===== config.mk =====
export PLATFORM = sky130hd
export DESIGN_NAME = ysyx_24080006_mem_arbiter_flat
export DESIGN_NICKNAME = d
export VERILOG_FILES = /design/src/rtl/ysyx_24080006_mem_arbiter_pkg.sv /design/src/rtl/ysyx_24080006_mem_arbiter_if.sv /design/src/rtl/ysyx_24080006_mem_arbiter.sv /design/src/flat_wrapper.sv
export SDC_FILE = /design/constraint.sdc
export NUM_CORES = 1
export LEC_CHECK = 0
export CAP_MARGIN = 5
export CORE_AREA = 2 2 127 129
export CTS_CLUSTER_DIAMETER = 50
export DETAILED_ROUTE_END_ITERATION = 10
export DIE_AREA = 0 0 129 131
export GPL_TIMING_DRIVEN = 0
export PLACE_DENSITY = 0.51
export SLEW_MARGIN = 20
export SYNTH_ARGS = -nofsm -noshare
export SYNTH_HDL_FRONTEND = slang
export SYNTH_SLANG_ARGS = --single-unit

===== constraint.sdc =====
create_clock -name clk_i -period 3.75 [get_ports clk_i]
set_input_delay 0.75 -clock clk_i [delete_from_list [all_inputs] [get_ports clk_i]]
set_output_delay 0.75 -clock clk_i [all_outputs]
set_load 0.02 [all_outputs]

===== src/rtl/ysyx_24080006_mem_arbiter_pkg.sv =====
// Shared memory-port types: arbiter FSM/owner encodings, LSU access size encoding and byte-strobe lookup.
package ysyx_24080006_mem_arbiter_pkg;

    typedef enum logic [1:0] {
        SIZE_B = 2'b00,
        SIZE_H = 2'b01,
        SIZE_W = 2'b10
    } lsu_size_e;

    typedef enum logic [1:0] {
        IDLE = 2'b00,
        REQ  = 2'b01,
        RSP  = 2'b10
    } arb_state_e;

    typedef enum logic {
        OWN_IFU = 1'b0,
        OWN_LSU = 1'b1
    } arb_owner_e;

    localparam lsu_size_e IFU_SIZE = SIZE_W;

    // Byte strobes for an access of the given size at the given byte offset within the word.
    function automatic logic [3:0] wstrb_lut(input lsu_size_e size, input logic [1:0] off);
        case (size)
            SIZE_B:  return 4'b0001 << off;
            SIZE_H:  return 4'b0011 << off;
            default: return 4'b1111;
        endcase
    endfunction

endpackage


===== src/rtl/ysyx_24080006_mem_arbiter_if.sv =====
// One request/response memory channel; master issues requests and accepts responses, slave serves them.
interface ysyx_24080006_mem_arbiter_if;
    import ysyx_24080006_mem_arbiter_pkg::*;

    logic        req_valid;
    logic        req_ready;
    logic [31:0] req_addr;
    logic        req_write;
    logic [31:0] req_wdata;
    logic [3:0]  req_wstrb;
    lsu_size_e   req_size;

    logic        rsp_valid;
    logic        rsp_ready;
    logic [31:0] rsp_rdata;
    logic        rsp_err;

    modport master (
        output req_valid, req_addr, req_write, req_wdata, req_wstrb, req_size, rsp_ready,
        input  req_ready, rsp_valid, rsp_rdata, rsp_err
    );

    modport slave (
        input  req_valid, req_addr, req_write, req_wdata, req_wstrb, req_size, rsp_ready,
        output req_ready, rsp_valid, rsp_rdata, rsp_err
    );

endinterface


===== src/rtl/ysyx_24080006_mem_arbiter.sv =====
// IFU/LSU arbiter for the single memory port; request/response paths are combinational, one IDLE cycle per grant.
// Owner holds the port from grant until its response handshake; non-owner sees ready/valid low and waits.
module ysyx_24080006_mem_arbiter
    import ysyx_24080006_mem_arbiter_pkg::*;
#(
    parameter bit FAIR = 1'b1
) (
    input  logic                           clk_i,
    input  logic                           rst_i,
    ysyx_24080006_mem_arbiter_if.slave     ifu,
    ysyx_24080006_mem_arbiter_if.slave     lsu,
    ysyx_24080006_mem_arbiter_if.master    mem
);

    arb_state_e state_q;
    arb_owner_e owner_q;
    arb_owner_e last_grant_q;
    arb_owner_e grant_d;

    logic req_hs;
    logic rsp_hs;

    assign req_hs = mem.req_valid & mem.req_ready;
    assign rsp_hs = mem.rsp_valid & mem.rsp_ready;

    always_comb begin
        grant_d = OWN_IFU;
        if (lsu.req_valid && !ifu.req_valid) begin
            grant_d = OWN_LSU;
        end else if (lsu.req_valid && ifu.req_valid) begin
            if (FAIR) begin
                grant_d = (last_grant_q == OWN_IFU) ? OWN_LSU : OWN_IFU;
            end else begin
                grant_d = OWN_LSU;
            end
        end
    end

    always_ff @(posedge clk_i or posedge rst_i) begin
        if (rst_i) begin
            state_q      <= IDLE;
            owner_q      <= OWN_IFU;
            last_grant_q <= OWN_LSU;
        end else begin
            case (state_q)
                IDLE: begin
                    if (ifu.req_valid || lsu.req_valid) begin
                        owner_q      <= grant_d;
                        last_grant_q <= grant_d;
                        state_q      <= REQ;
                    end
                end
                REQ: begin
                    if (req_hs) begin
                        state_q <= RSP;
                    end
                end
                RSP: begin
                    if (rsp_hs) begin
                        state_q <= IDLE;
                    end
                end
                default: state_q <= IDLE;
            endcase
        end
    end

    // Everything not steered to/from the current owner is held at zero.
    always_comb begin
        mem.req_valid = 1'b0;
        mem.req_addr  = 32'd0;
        mem.req_write = 1'b0;
        mem.req_wdata = 32'd0;
        mem.req_wstrb = 4'b0000;
        mem.req_size  = SIZE_B;
        mem.rsp_ready = 1'b0;
        ifu.req_ready = 1'b0;
        ifu.rsp_valid = 1'b0;
        ifu.rsp_rdata = 32'd0;
        ifu.rsp_err   = 1'b0;
        lsu.req_ready = 1'b0;
        lsu.rsp_valid = 1'b0;
        lsu.rsp_rdata = 32'd0;
        lsu.rsp_err   = 1'b0;

        if (state_q == REQ) begin
            if (owner_q == OWN_IFU) begin
                mem.req_valid = ifu.req_valid;
                mem.req_addr  = ifu.req_addr;
                mem.req_size  = IFU_SIZE;
                ifu.req_ready = mem.req_ready;
            end else begin
                mem.req_valid = lsu.req_valid;
                mem.req_addr  = lsu.req_addr;
                mem.req_write = lsu.req_write;
                mem.req_wdata = lsu.req_wdata;
                mem.req_wstrb = lsu.req_wstrb;
                mem.req_size  = lsu.req_size;
                lsu.req_ready = mem.req_ready;
            end
        end

        if (state_q == RSP) begin
            if (owner_q == OWN_IFU) begin
                ifu.rsp_valid = mem.rsp_valid;
                ifu.rsp_rdata = mem.rsp_rdata;
                ifu.rsp_err   = mem.rsp_err;
                mem.rsp_ready = ifu.rsp_ready;
            end else begin
                lsu.rsp_valid = mem.rsp_valid;
                lsu.rsp_rdata = mem.rsp_rdata;
                lsu.rsp_err   = mem.rsp_err;
                mem.rsp_ready = lsu.rsp_ready;
            end
        end
    end

endmodule


===== src/flat_wrapper.sv =====
// flat-port wrapper written by rule: the top's interface ports become plain ports
module ysyx_24080006_mem_arbiter_flat import ysyx_24080006_mem_arbiter_pkg::*;
#(
    parameter bit FAIR = 1'b1
)
  (clk_i, rst_i, ifu_req_valid, ifu_req_addr, ifu_req_write, ifu_req_wdata, ifu_req_wstrb, ifu_req_size, ifu_rsp_ready, ifu_req_ready, ifu_rsp_valid, ifu_rsp_rdata, ifu_rsp_err, lsu_req_valid, lsu_req_addr, lsu_req_write, lsu_req_wdata, lsu_req_wstrb, lsu_req_size, lsu_rsp_ready, lsu_req_ready, lsu_rsp_valid, lsu_rsp_rdata, lsu_rsp_err, mem_req_valid, mem_req_addr, mem_req_write, mem_req_wdata, mem_req_wstrb, mem_req_size, mem_rsp_ready, mem_req_ready, mem_rsp_valid, mem_rsp_rdata, mem_rsp_err);
  ysyx_24080006_mem_arbiter_if ifu_i ();
  ysyx_24080006_mem_arbiter_if lsu_i ();
  ysyx_24080006_mem_arbiter_if mem_i ();
  input  logic clk_i;
  input  logic rst_i;
  input wire logic [$bits(ifu_i.req_valid)-1:0] ifu_req_valid;
  input wire logic [$bits(ifu_i.req_addr)-1:0] ifu_req_addr;
  input wire logic [$bits(ifu_i.req_write)-1:0] ifu_req_write;
  input wire logic [$bits(ifu_i.req_wdata)-1:0] ifu_req_wdata;
  input wire logic [$bits(ifu_i.req_wstrb)-1:0] ifu_req_wstrb;
  input wire logic [$bits(ifu_i.req_size)-1:0] ifu_req_size;
  input wire logic [$bits(ifu_i.rsp_ready)-1:0] ifu_rsp_ready;
  output wire logic [$bits(ifu_i.req_ready)-1:0] ifu_req_ready;
  output wire logic [$bits(ifu_i.rsp_valid)-1:0] ifu_rsp_valid;
  output wire logic [$bits(ifu_i.rsp_rdata)-1:0] ifu_rsp_rdata;
  output wire logic [$bits(ifu_i.rsp_err)-1:0] ifu_rsp_err;
  input wire logic [$bits(lsu_i.req_valid)-1:0] lsu_req_valid;
  input wire logic [$bits(lsu_i.req_addr)-1:0] lsu_req_addr;
  input wire logic [$bits(lsu_i.req_write)-1:0] lsu_req_write;
  input wire logic [$bits(lsu_i.req_wdata)-1:0] lsu_req_wdata;
  input wire logic [$bits(lsu_i.req_wstrb)-1:0] lsu_req_wstrb;
  input wire logic [$bits(lsu_i.req_size)-1:0] lsu_req_size;
  input wire logic [$bits(lsu_i.rsp_ready)-1:0] lsu_rsp_ready;
  output wire logic [$bits(lsu_i.req_ready)-1:0] lsu_req_ready;
  output wire logic [$bits(lsu_i.rsp_valid)-1:0] lsu_rsp_valid;
  output wire logic [$bits(lsu_i.rsp_rdata)-1:0] lsu_rsp_rdata;
  output wire logic [$bits(lsu_i.rsp_err)-1:0] lsu_rsp_err;
  output wire logic [$bits(mem_i.req_valid)-1:0] mem_req_valid;
  output wire logic [$bits(mem_i.req_addr)-1:0] mem_req_addr;
  output wire logic [$bits(mem_i.req_write)-1:0] mem_req_write;
  output wire logic [$bits(mem_i.req_wdata)-1:0] mem_req_wdata;
  output wire logic [$bits(mem_i.req_wstrb)-1:0] mem_req_wstrb;
  output wire logic [$bits(mem_i.req_size)-1:0] mem_req_size;
  output wire logic [$bits(mem_i.rsp_ready)-1:0] mem_rsp_ready;
  input wire logic [$bits(mem_i.req_ready)-1:0] mem_req_ready;
  input wire logic [$bits(mem_i.rsp_valid)-1:0] mem_rsp_valid;
  input wire logic [$bits(mem_i.rsp_rdata)-1:0] mem_rsp_rdata;
  input wire logic [$bits(mem_i.rsp_err)-1:0] mem_rsp_err;
  assign ifu_i.req_valid = ifu_req_valid;
  assign ifu_i.req_addr = ifu_req_addr;
  assign ifu_i.req_write = ifu_req_write;
  assign ifu_i.req_wdata = ifu_req_wdata;
  assign ifu_i.req_wstrb = ifu_req_wstrb;
  assign ifu_i.req_size = ifu_req_size;
  assign ifu_i.rsp_ready = ifu_rsp_ready;
  assign ifu_req_ready = ifu_i.req_ready;
  assign ifu_rsp_valid = ifu_i.rsp_valid;
  assign ifu_rsp_rdata = ifu_i.rsp_rdata;
  assign ifu_rsp_err = ifu_i.rsp_err;
  assign lsu_i.req_valid = lsu_req_valid;
  assign lsu_i.req_addr = lsu_req_addr;
  assign lsu_i.req_write = lsu_req_write;
  assign lsu_i.req_wdata = lsu_req_wdata;
  assign lsu_i.req_wstrb = lsu_req_wstrb;
  assign lsu_i.req_size = lsu_req_size;
  assign lsu_i.rsp_ready = lsu_rsp_ready;
  assign lsu_req_ready = lsu_i.req_ready;
  assign lsu_rsp_valid = lsu_i.rsp_valid;
  assign lsu_rsp_rdata = lsu_i.rsp_rdata;
  assign lsu_rsp_err = lsu_i.rsp_err;
  assign mem_req_valid = mem_i.req_valid;
  assign mem_req_addr = mem_i.req_addr;
  assign mem_req_write = mem_i.req_write;
  assign mem_req_wdata = mem_i.req_wdata;
  assign mem_req_wstrb = mem_i.req_wstrb;
  assign mem_req_size = mem_i.req_size;
  assign mem_rsp_ready = mem_i.rsp_ready;
  assign mem_i.req_ready = mem_req_ready;
  assign mem_i.rsp_valid = mem_rsp_valid;
  assign mem_i.rsp_rdata = mem_rsp_rdata;
  assign mem_i.rsp_err = mem_rsp_err;
  ysyx_24080006_mem_arbiter #(.FAIR(FAIR)) u_core (.clk_i(clk_i), .rst_i(rst_i), .ifu(ifu_i), .lsu(lsu_i), .mem(mem_i));
endmodule

==> metrics <==
Clock power frac=0.071; Worst-path clk slew=30 ps; final wirelength=9730 um; Synth top area share=0.286; yosys warns=0; final hold violation count=0; combinational power share=0.890; GRT overflow=0; Detail Placement HPWL=8480 um; outcome=completed; layout cells sized above 1=0.0510; P_sw=1.19 mW; Inserted Clock Buffers=3; register area share after synthesis=0.0671; clk buf depth=2; Period minus WS final=2990 ps; LEAKAGE=1.96 nW; worst relative slew slack=0.740; Pre-antenna DRT Iters=4; crit path from=ifu_req_valid; Clock Skews=4.98 ps; DP Area=4640 um2; Mapped Cells=220; setup tns final=0 ps; largest net degree at the start of global routing=11; Antenna Nets Post-Route=0; Die H=131 um; number of vias per cell=3.69; GRT Total Usage=0.103; most numerous cell in the Yosys netlist=and2_1; number of remaining DRC errors=0; highest clock rate=335 MHz; max_cap viols=0; Slew @ Worst Pin=389 ps; TritonCTS clock tree=yes; CP required=3000 ps; Post-synth EDFFs=0; number of I/O port buffers=286; met3 wire len=924 um; reg2reg start=u_core.owner_q$_DFFE_PP0P_; synthesized area=between 1500 and 2000 um2; first-pass GRT wire length=13,800 um; maximum vdd drop=between 0.3 and 0.4 mV; Die W=129 um; CP Data Arrival Time=2240 ps; Net Sw Frac=0.480; Final #Nets=694; wl on met1=3590 um; gpl congestion=0.717; Iter 0 DRT Violations=49; root buf cell=clkbuf_16; sequential power share=0.039; Finished Cell Area=4720 um2; Die Area=16,900 um2; Worst setup EP type=output port; ys flop type=dfrtp_1; post-synth top area cell=and2_1; most frequent cells after synthesis=and2_1 (69), and3_1 (40), nor2_1 (34), mux2i_1 (33), buf_4 (7); initial antenna violation count=0; Routed WL per cell=13.4 um; worst setup path class=primary input to output port; R2R depth=3; Hold WS=526 ps; Layout area overhead=213%; top cells by area, synth=and2_1 (29%), mux2i_1 (22%), and3_1 (17%), nor2_1 (8.5%), dfrtp_1 (5.0%); Top Layer Used=met4; asr flop ratio synth=1.00; # setup viols final=0; Rows=46; IO Pins=about 330; Core Area=15,600 um2; register bit total from synthesis=4; final worst path period share=0.797; Vias=2,678; Worst R2R End=u_core.owner_q$_DFFE_PP0P_; Int Pwr=1.29 mW; hold crit path type=flop to flop; Distinct cells, synth=27; Slew Viols, Final=0; Syn Nets=403; WL met2=5100 um; worst skew pair latency=230 ps; Mapped Avg Cell Area=between 6 and 7 um2; worst reg2reg setup slack=between 2000 and 3000 ps; RSZ-0062 raised after global routing=no; Post-CTS Setup Bufs=0; CP startpoint kind=primary input; P per Cell Area=526 nW/um2; H-tree levels=1; CP endpoint=mem_req_valid; vias in the first global route=2,656; initial core utilization=0.0968; fillers=~1,700; CTS Hold Bufs=0; # diodes=0; Gates resized, CTS repair=0; Num Clock Sinks=4; Worst Path Max Fanout=5
-- worst min path at each step --
stage	start	to	slack (ps)	cells after the start
final	u_core.last_grant_q$_DFFE_PP1P_	u_core.last_grant_q$_DFFE_PP1P_	530	2
after global routing	u_core.last_grant_q$_DFFE_PP1P_	u_core.last_grant_q$_DFFE_PP1P_	550	2
after CTS	u_core.last_grant_q$_DFFE_PP1P_	u_core.last_grant_q$_DFFE_PP1P_	530	2
after detailed placement	u_core.last_grant_q$_DFFE_PP1P_	u_core.last_grant_q$_DFFE_PP1P_	530	1
after global placement	u_core.last_grant_q$_DFFE_PP1P_	u_core.last_grant_q$_DFFE_PP1P_	510	2
after floorplan	u_core.last_grant_q$_DFFE_PP1P_	u_core.last_grant_q$_DFFE_PP1P_	500	2
-- state kept, by name (all words and copies together) (netlist names) --
register	flops
u_core.state_q	2
u_core.last_grant_q	1
u_core.owner_q	1
-- cell families after synthesis --
logic type             after synthesis  share of synthesized area
DFF                                  4                     0.0671
and+or+nand+nor                    153                      0.582
muxes                               34                      0.226
AOI/OAI and AO/OA                    6                     0.0290
buffers and inverters               23                     0.0953
-- layout make-up --
| cell class | count | area (um2) | area share |
|---|---|---|---|
| repair buffers | 286 | 2860 | 0.606 |
| flip-flops and latches | 4 | 101 | 0.0215 |
| well taps | 216 | 270 | 0.0572 |
| multi-input cells | 193 | 1260 | 0.268 |
| plain buffers | 21 | 136 | 0.0289 |
| inverters | 2 | 7.51 | 0.00159 |
| clock buffers | 4 | 78.8 | 0.0167 |
-- layout by cell type (no fill, tap or decap), drive strengths merged, types with 2 or more instances in the layout --
cell,n
mux2i,33
buf,13
nor2b,2
inv,2
and3,40
nand2,2
clkbuf,12
nand2b,2
nor2,36
clkdlybuf4s50,286
dfrtp,3
and2,69
-- critical path: stages --
cell and delay (ps):
clkdlybuf4s50_1 550, mux2_2 210, and2_1 120, clkdlybuf4s50_1 600
-- power by group through the flow --
stage | Sequential [mW] | Clock [mW] | Combinational (mW)
6_report | 0.0981 | 0.175 | 2.21
5_1_grt | 0.104 | 0.183 | 2.38
4_1_cts | 0.0990 | 0.177 | 2.25
3_5_place_dp | 0.0982 | 0 | 2.24
3_3_place_gp | 0.0969 | 0 | 2.24
2_1_floorplan | 0.0904 | 0 | 1.18
-- layer usage --
metal / vias to the layer above / global-route usage
li1: 1315 / -
met3: 9 / 0.0232
met1: 1191 / 0.112
met2: 163 / 0.201
met4: 0 / 0.0243
met5: - / 0
-- stage by stage --
step | power, mW | util | setup slack, ps | instances
4_1_cts | 2.53 | 0.303 | 729 | 726
3_3_place_gp | 2.33 | 0.298 | 758 | 722
3_5_place_dp | 2.34 | 0.298 | 741 | 722
6_report | 2.48 | 0.303 | 760 | 726
2_1_floorplan | 1.27 | - | 1790 | 220
5_1_grt | 2.66 | 0.303 | 656 | 726
Note: power is estimated with default switching activity, not from simulation.
